--- src/rtl/if_fetch_queue_if.sv ---
// Fetch-queue bundle: global enable, icache request/response, issue head, flush redirect and occupancy.
// master modport is the fetch queue itself; slave modport is its environment (icache, issue, control).
// Widths follow the instantiating parameters; count_out is $clog2(DEPTH)+1 bits wide.
interface if_fetch_queue_if #(
    parameter int ADDR_WIDTH  = 32,
    parameter int INSTR_WIDTH = 32,
    parameter int DEPTH       = 8
);
    logic                     rdy_in;
    logic                     icache_req_valid_out;
    logic [ADDR_WIDTH-1:0]    icache_req_addr_out;
    logic                     icache_req_ready_in;
    logic                     icache_resp_valid_in;
    logic [INSTR_WIDTH-1:0]   icache_resp_instr_in;
    logic                     issue_valid_out;
    logic [INSTR_WIDTH-1:0]   issue_instr_out;
    logic [ADDR_WIDTH-1:0]    issue_pc_out;
    logic                     issue_ready_in;
    logic                     flush_in;
    logic [ADDR_WIDTH-1:0]    flush_pc_in;
    logic [$clog2(DEPTH):0]   count_out;

    modport master (
        input  rdy_in,
        output icache_req_valid_out, icache_req_addr_out,
        input  icache_req_ready_in, icache_resp_valid_in, icache_resp_instr_in,
        output issue_valid_out, issue_instr_out, issue_pc_out,
        input  issue_ready_in, flush_in, flush_pc_in,
        output count_out
    );

    modport slave (
        output rdy_in,
        input  icache_req_valid_out, icache_req_addr_out,
        output icache_req_ready_in, icache_resp_valid_in, icache_resp_instr_in,
        input  issue_valid_out, issue_instr_out, issue_pc_out,
        output issue_ready_in, flush_in, flush_pc_in,
        input  count_out
    );
endinterface

--- src/rtl/if_fetch_queue.sv ---
// Instruction-fetch front end: owns the fetch PC, issues one word fetch at a time, queues {instr, pc} for issue.
// Latency: response pushed on the edge it arrives; show-ahead head visible the cycle after the push.
// Backpressure: never requests unless the push would fit; issue_ready_in pops the head; rdy_in=0 freezes all but flush.
// Ports: clk_in, rst_in (async, active-high), bus (if_fetch_queue_if.master: icache, issue, flush, rdy_in, count_out).
module if_fetch_queue #(
    parameter int                    ADDR_WIDTH  = 32,
    parameter int                    INSTR_WIDTH = 32,
    parameter int                    DEPTH       = 8,
    parameter logic [ADDR_WIDTH-1:0] RESET_PC    = '0
) (
    input  logic               clk_in,
    input  logic               rst_in,
    if_fetch_queue_if.master   bus
);
    localparam int            PW      = $clog2(DEPTH);
    localparam logic [PW:0]   DEPTH_C = (PW+1)'(DEPTH);

    typedef enum logic [1:0] {IDLE, REQ, WAIT, DISCARD} state_t;

    state_t                 state_q, state_d;
    logic [ADDR_WIDTH-1:0]  fetch_pc_q;
    logic [PW-1:0]          head_q, tail_q;
    logic [PW:0]            count_q;
    logic [INSTR_WIDTH-1:0] instr_mem [DEPTH];
    logic [ADDR_WIDTH-1:0]  pc_mem    [DEPTH];

    logic                   req_acc, push, pop;
    logic [PW:0]            count_after_pop, count_next;
    logic [ADDR_WIDTH-1:0]  flush_pc_aligned;

    // Flush outranks every same-cycle push/pop, so both are masked by it.
    assign pop     = bus.rdy_in && !bus.flush_in && (count_q != '0) && bus.issue_ready_in;
    assign req_acc = bus.rdy_in && (state_q == REQ) && bus.icache_req_ready_in;
    assign push    = bus.rdy_in && !bus.flush_in && (state_q == WAIT) && bus.icache_resp_valid_in;

    assign count_after_pop  = count_q - {{PW{1'b0}}, pop};
    assign count_next       = count_after_pop + {{PW{1'b0}}, push};
    assign flush_pc_aligned = bus.flush_pc_in & ~ADDR_WIDTH'(3);

    // State register and FIFO pointers.
    always_ff @(posedge clk_in or posedge rst_in) begin
        if (rst_in) begin
            state_q    <= IDLE;
            fetch_pc_q <= RESET_PC;
            head_q     <= '0;
            tail_q     <= '0;
            count_q    <= '0;
        end else begin
            state_q <= state_d;
            if (bus.flush_in) begin
                head_q     <= '0;
                tail_q     <= '0;
                count_q    <= '0;
                fetch_pc_q <= flush_pc_aligned;
            end else begin
                if (push) begin
                    tail_q     <= tail_q + 1'b1;
                    fetch_pc_q <= fetch_pc_q + ADDR_WIDTH'(4);
                end
                if (pop) begin
                    head_q <= head_q + 1'b1;
                end
                count_q <= count_next;
            end
        end
    end

    // Entry storage carries no reset; the head is masked while the queue is empty.
    always_ff @(posedge clk_in) begin
        if (push) begin
            instr_mem[tail_q] <= bus.icache_resp_instr_in;
            pc_mem[tail_q]    <= fetch_pc_q;
        end
    end

    // Next-state logic.
    always_comb begin
        state_d = state_q;
        if (bus.flush_in) begin
            case (state_q)
                // An accepted request still owes a response that must be swallowed.
                REQ:     state_d = req_acc ? DISCARD : IDLE;
                // A response landing with the flush is dropped here, nothing left outstanding.
                WAIT:    state_d = bus.icache_resp_valid_in ? IDLE : DISCARD;
                DISCARD: state_d = bus.icache_resp_valid_in ? IDLE : DISCARD;
                default: state_d = IDLE;
            endcase
        end else if (bus.rdy_in) begin
            case (state_q)
                IDLE:    if (count_after_pop < DEPTH_C) state_d = REQ;
                REQ:     if (req_acc) state_d = WAIT;
                WAIT:    if (bus.icache_resp_valid_in) state_d = (count_next < DEPTH_C) ? REQ : IDLE;
                DISCARD: if (bus.icache_resp_valid_in) state_d = IDLE;
                default: state_d = IDLE;
            endcase
        end
    end

    // Outputs.
    always_comb begin
        bus.icache_req_valid_out = (state_q == REQ);
        bus.icache_req_addr_out  = fetch_pc_q;
        bus.issue_valid_out      = (count_q != '0);
        bus.issue_instr_out      = '0;
        bus.issue_pc_out         = '0;
        if (count_q != '0) begin
            bus.issue_instr_out = instr_mem[head_q];
            bus.issue_pc_out    = pc_mem[head_q];
        end
        bus.count_out = count_q;
    end
endmodule

--- src/flat_wrapper.sv ---
// flat-port wrapper written by rule: the top's interface ports become plain ports
module if_fetch_queue_flat 
#(
    parameter int                    ADDR_WIDTH  = 32,
    parameter int                    INSTR_WIDTH = 32,
    parameter int                    DEPTH       = 8,
    parameter logic [ADDR_WIDTH-1:0] RESET_PC    = '0
)
  (clk_in, rst_in, bus_rdy_in, bus_icache_req_valid_out, bus_icache_req_addr_out, bus_icache_req_ready_in, bus_icache_resp_valid_in, bus_icache_resp_instr_in, bus_issue_valid_out, bus_issue_instr_out, bus_issue_pc_out, bus_issue_ready_in, bus_flush_in, bus_flush_pc_in, bus_count_out);
  if_fetch_queue_if #(.ADDR_WIDTH(ADDR_WIDTH), .INSTR_WIDTH(INSTR_WIDTH), .DEPTH(DEPTH)) bus_i ();
  input  logic clk_in;
  input  logic rst_in;
  input wire logic [$bits(bus_i.rdy_in)-1:0] bus_rdy_in;
  output wire logic [$bits(bus_i.icache_req_valid_out)-1:0] bus_icache_req_valid_out;
  output wire logic [$bits(bus_i.icache_req_addr_out)-1:0] bus_icache_req_addr_out;
  input wire logic [$bits(bus_i.icache_req_ready_in)-1:0] bus_icache_req_ready_in;
  input wire logic [$bits(bus_i.icache_resp_valid_in)-1:0] bus_icache_resp_valid_in;
  input wire logic [$bits(bus_i.icache_resp_instr_in)-1:0] bus_icache_resp_instr_in;
  output wire logic [$bits(bus_i.issue_valid_out)-1:0] bus_issue_valid_out;
  output wire logic [$bits(bus_i.issue_instr_out)-1:0] bus_issue_instr_out;
  output wire logic [$bits(bus_i.issue_pc_out)-1:0] bus_issue_pc_out;
  input wire logic [$bits(bus_i.issue_ready_in)-1:0] bus_issue_ready_in;
  input wire logic [$bits(bus_i.flush_in)-1:0] bus_flush_in;
  input wire logic [$bits(bus_i.flush_pc_in)-1:0] bus_flush_pc_in;
  output wire logic [$bits(bus_i.count_out)-1:0] bus_count_out;
  assign bus_i.rdy_in = bus_rdy_in;
  assign bus_icache_req_valid_out = bus_i.icache_req_valid_out;
  assign bus_icache_req_addr_out = bus_i.icache_req_addr_out;
  assign bus_i.icache_req_ready_in = bus_icache_req_ready_in;
  assign bus_i.icache_resp_valid_in = bus_icache_resp_valid_in;
  assign bus_i.icache_resp_instr_in = bus_icache_resp_instr_in;
  assign bus_issue_valid_out = bus_i.issue_valid_out;
  assign bus_issue_instr_out = bus_i.issue_instr_out;
  assign bus_issue_pc_out = bus_i.issue_pc_out;
  assign bus_i.issue_ready_in = bus_issue_ready_in;
  assign bus_i.flush_in = bus_flush_in;
  assign bus_i.flush_pc_in = bus_flush_pc_in;
  assign bus_count_out = bus_i.count_out;
  if_fetch_queue #(.ADDR_WIDTH(ADDR_WIDTH), .INSTR_WIDTH(INSTR_WIDTH), .DEPTH(DEPTH), .RESET_PC(RESET_PC)) u_core (.clk_in(clk_in), .rst_in(rst_in), .bus(bus_i));
endmodule
--- config.mk ---
export PLATFORM = sky130hd
export DESIGN_NAME = if_fetch_queue_flat
export DESIGN_NICKNAME = d
export VERILOG_FILES = /design/src/rtl/if_fetch_queue_if.sv /design/src/rtl/if_fetch_queue.sv /design/src/flat_wrapper.sv
export SDC_FILE = /design/constraint.sdc
export NUM_CORES = 1
export LEC_CHECK = 0
export ABC_AREA = 0
export CORE_UTILIZATION = 50
export CTS_CLUSTER_DIAMETER = 120
export CTS_CLUSTER_SIZE = 30
export DETAILED_ROUTE_END_ITERATION = 8
export PLACE_DENSITY = 0.67
export SLEW_MARGIN = 20
export SYNTH_ARGS = -nofsm -noshare
export SYNTH_HDL_FRONTEND = slang
export SYNTH_SLANG_ARGS = --single-unit
--- constraint.sdc ---
create_clock -name clk_in -period 8.5 [get_ports clk_in]
set_clock_uncertainty 0.15 [all_clocks]
set_input_delay 0.85 -clock clk_in [delete_from_list [all_inputs] [get_ports clk_in]]
set_output_delay 0.85 -clock clk_in [all_outputs]
set_load 0.005 [all_outputs]
==> impl_metrics.py <==
metrics = {
    "floorplan": {
        "dieArea_um2": 43600,
        "coreArea_um2": 42000,
        "die_height_um": 209,
        "die_w_um": 209,
        "io_pins": 173,
        "rows": 75,
        "start_util_pct": 50.8,
    },
    "worst_setup_path": {
        "arrival_ns": 3.87,
        "reg2reg_depth": 12,
        "endpoint_kind": "primary output",
        "crit_required_ns": 7.50,
        "cp_max_fo": 66,
        "critPathKind": "register to primary output",
        "cp-start-kind": "register",
    },
    "detailed_routing": {
        "wl_per_cell_um": 24.9,
        "final_antenna_net_count": 0,
        "vias_per_cell": 5.87,
        "via_count": 10524,
        "dr.pass1.iters": 7,
        "route.detailed.drc": 0,
        "drtIter0Drc": 864,
        "drt-total-wl_mm": 44.6,
    },
    "synthesis": {
        "synth_edf_count": 496,
        "synth_warnings": 0,
        "syn_area_um2": 21400,
        "avgSynthCellArea_um2": 19.7,
        "yosys.area.top_type_share_pct": 69.7,
        "synth_async_sr_flop_share_pct": 7.81,
        "synth-seq-cells": 538,
        "synth_cell_types": 51,
        "syn_inst": 1082,
        "synth-main-ff-cell": "edfxtp_1",
        "yosysTopAreaCell": "edfxtp_1",
        "ys_seq_area_share_pct": 74.6,
        "yosys-top-cells-area": "edfxtp_1, mux4_2, dfrtp_1",
    },
    "sta": {
        "max_freq_mhz": 205,
        "timing.final.max_slew_violations": 0,
        "rsz0062_at_grt": "false",
        "worstMarginPinSlew_ns": 1.02,
        "finalSetupViolations": 0,
        "hold_viol": 0,
        "final.setup.tns_ns": 0,
        "post-route-min-period_ns": 4.87,
        "relSlewSlack_pct": 32.3,
        "final.period_utilization_pct": 57.3,
    },
    "grt": {
        "track_usage_pct": 20.6,
        "grt-ovfl-total": 0,
        "grt_pass1_vias": 10675,
        "antenna_found_initial": 4,
        "grt_pass1_wl_mm": 67.2,
        "grt_max_degree": 75,
    },
    "min_path": {
        "hold_class": "register to register",
        "holdPathStages": 2,
    },
    "cells_and_area": {
        "layout_common_cells": "edfxtp_1, clkdlybuf4s50_1, mux4_2",
        "final_cells": 1793,
        "layout-drive-gt1-share_pct": 15.2,
        "final_common_cell": "edfxtp_1",
        "nNetsFinal": 1317,
        "areaGrowthSynthToFinish_pct": 13.6,
    },
    "power_and_ir_drop": {
        "p_total_w": 0.00443,
        "total_leakage_power_nw": 7.35,
        "power_per_cell_area_nw_per_um2": 183,
        "ir_drop_uv": 116,
    },
    "clock_tree": {
        "cts_post_setup_buffers_inserted": 0,
        "ctsLongestPathBuffers": 3,
        "clock_latency_ns": 0.55,
        "holdBufCountCts": 0,
        "root_buffer": "clkbuf_16",
        "cts_buffers": 21,
        "cts_repair_resize_count": 0,
        "cts_tree": "yes",
        "clk_transition_reported_paths_ns": 0.11,
        "numClockSinks": 538,
        "htreeDepth": 1,
    },
    "placement": {
        "hpwl_mm": 24.9,
        "dp.cells": 1755,
        "io_buffer_count": 166,
        "place.gp.congestion": 0.774,
    },
    "job": {
        "maxCapViolCount": 0,
    },
    "outcome": {
        "run_status": "finished, final reports clean",
    },
}
-- metrics by stage --
stage | util, % | hold slack [ns] | area [um2] | setup slack, ns
final | 57.7 | 0.516 | 24300 | 3.63
after global routing | 57.7 | 0.562 | 24300 | 3.44
after global placement | 56.3 | 0.484 | 23700 | 3.96
after CTS | 57.7 | 0.517 | 24300 | 3.36
after floorplan | - | 0.404 | 21400 | 0.671
after detailed placement | 56.3 | 0.499 | 23700 | 3.98
-- worst max-delay path, stage by stage, from the launching register on --
cell and delay [ns]:
dfrtp_4 1.07, buf_4 0.90, mux4_2 0.37, mux2i_1 0.07, nor2_1 0.32, clkdlybuf4s50_1 0.58
-- final cells by class --
| type | count | area, um2 |
|---|---|---|
| fillers | 3141 | 17800 |
| flip-flops and latches | 538 | 16000 |
| multi-input cells | 480 | 5180 |
| repair buffers | 187 | 1820 |
| well taps | 539 | 674 |
| clock buffers | 37 | 596 |
| inverters | 11 | 41.3 |
| diodes | 1 | 2.50 |
-- cells in the mapped netlist (7+ instances only) --
cell type,count
edfxtp_1,496
mux4_2,124
nor2_1,78
mux2i_1,64
nand2_1,46
dfrtp_1,42
o21ai_0,30
clkbuf_1,27
buf_2,15
nand4_1,15
xor2_1,15
xnor2_1,12
inv_1,10
nand3_1,10
nor2b_1,9
nor4_1,8
buf_1,7
ha_1,7
nand2b_1,7
-- worst paths after layout --
check                                        start                       to  slack (ns)
max                               u_core.head_q[1]  bus_issue_instr_out[13]        3.63
min                               u_core.tail_q[1]         u_core.tail_q[1]        0.52
max reg2reg                u_core.bus.count_out[1]        u_core.state_q[0]        5.00
min reg2reg                       u_core.tail_q[1]         u_core.tail_q[1]        0.52
max in group asynchronous                   rst_in         u_core.head_q[1]        7.14
min in group asynchronous                   rst_in        u_core.state_q[1]        0.58
-- logic make-up after synthesis --
logic type | count (synthesis) | synth area share (%)
adders and majority gates | 7 | 0.410
muxes | 190 | 16.2
and+or+nand+nor | 204 | 4.88
xor gates and xnor gates | 27 | 1.11
other | 1 | 0.0175
DFF | 538 | 74.6
AOI/OAI and AO/OA | 48 | 1.38
buffers and inverters | 67 | 1.42
-- registers in the layout, indices dropped and copies added, names as in the netlist --
name and cells:
u_core.head_q 3, u_core.bus.count_out 4, u_core.pc_mem 240, u_core.tail_q 3, u_core.state_q 2, u_core.bus.icache_req_addr_out 30
u_core.instr_mem 256
-- power by group --
| part | internal (W) | leakage (nW) | switching [W] |
|---|---|---|---|
| Combinational | 0.000119 | 2.07 | 0.0000982 |
| Sequential | 0.00292 | 4.99 | 0.0000654 |
| Clock | 0.000485 | 0.284 | 0.000743 |
| Total | 0.00353 | 7.35 | 0.000907 |
-- routing by layer --
metal,share of wire (%),up-vias,global-route usage [%]
met5,0.069,-,0
met4,0.96,6,2.94
met3,5.3,42,2.66
li1,-,4645,-
met1,45,5541,31.1
met2,49,290,33.3
No activity file was read; power rests on OpenSTA's default activity.
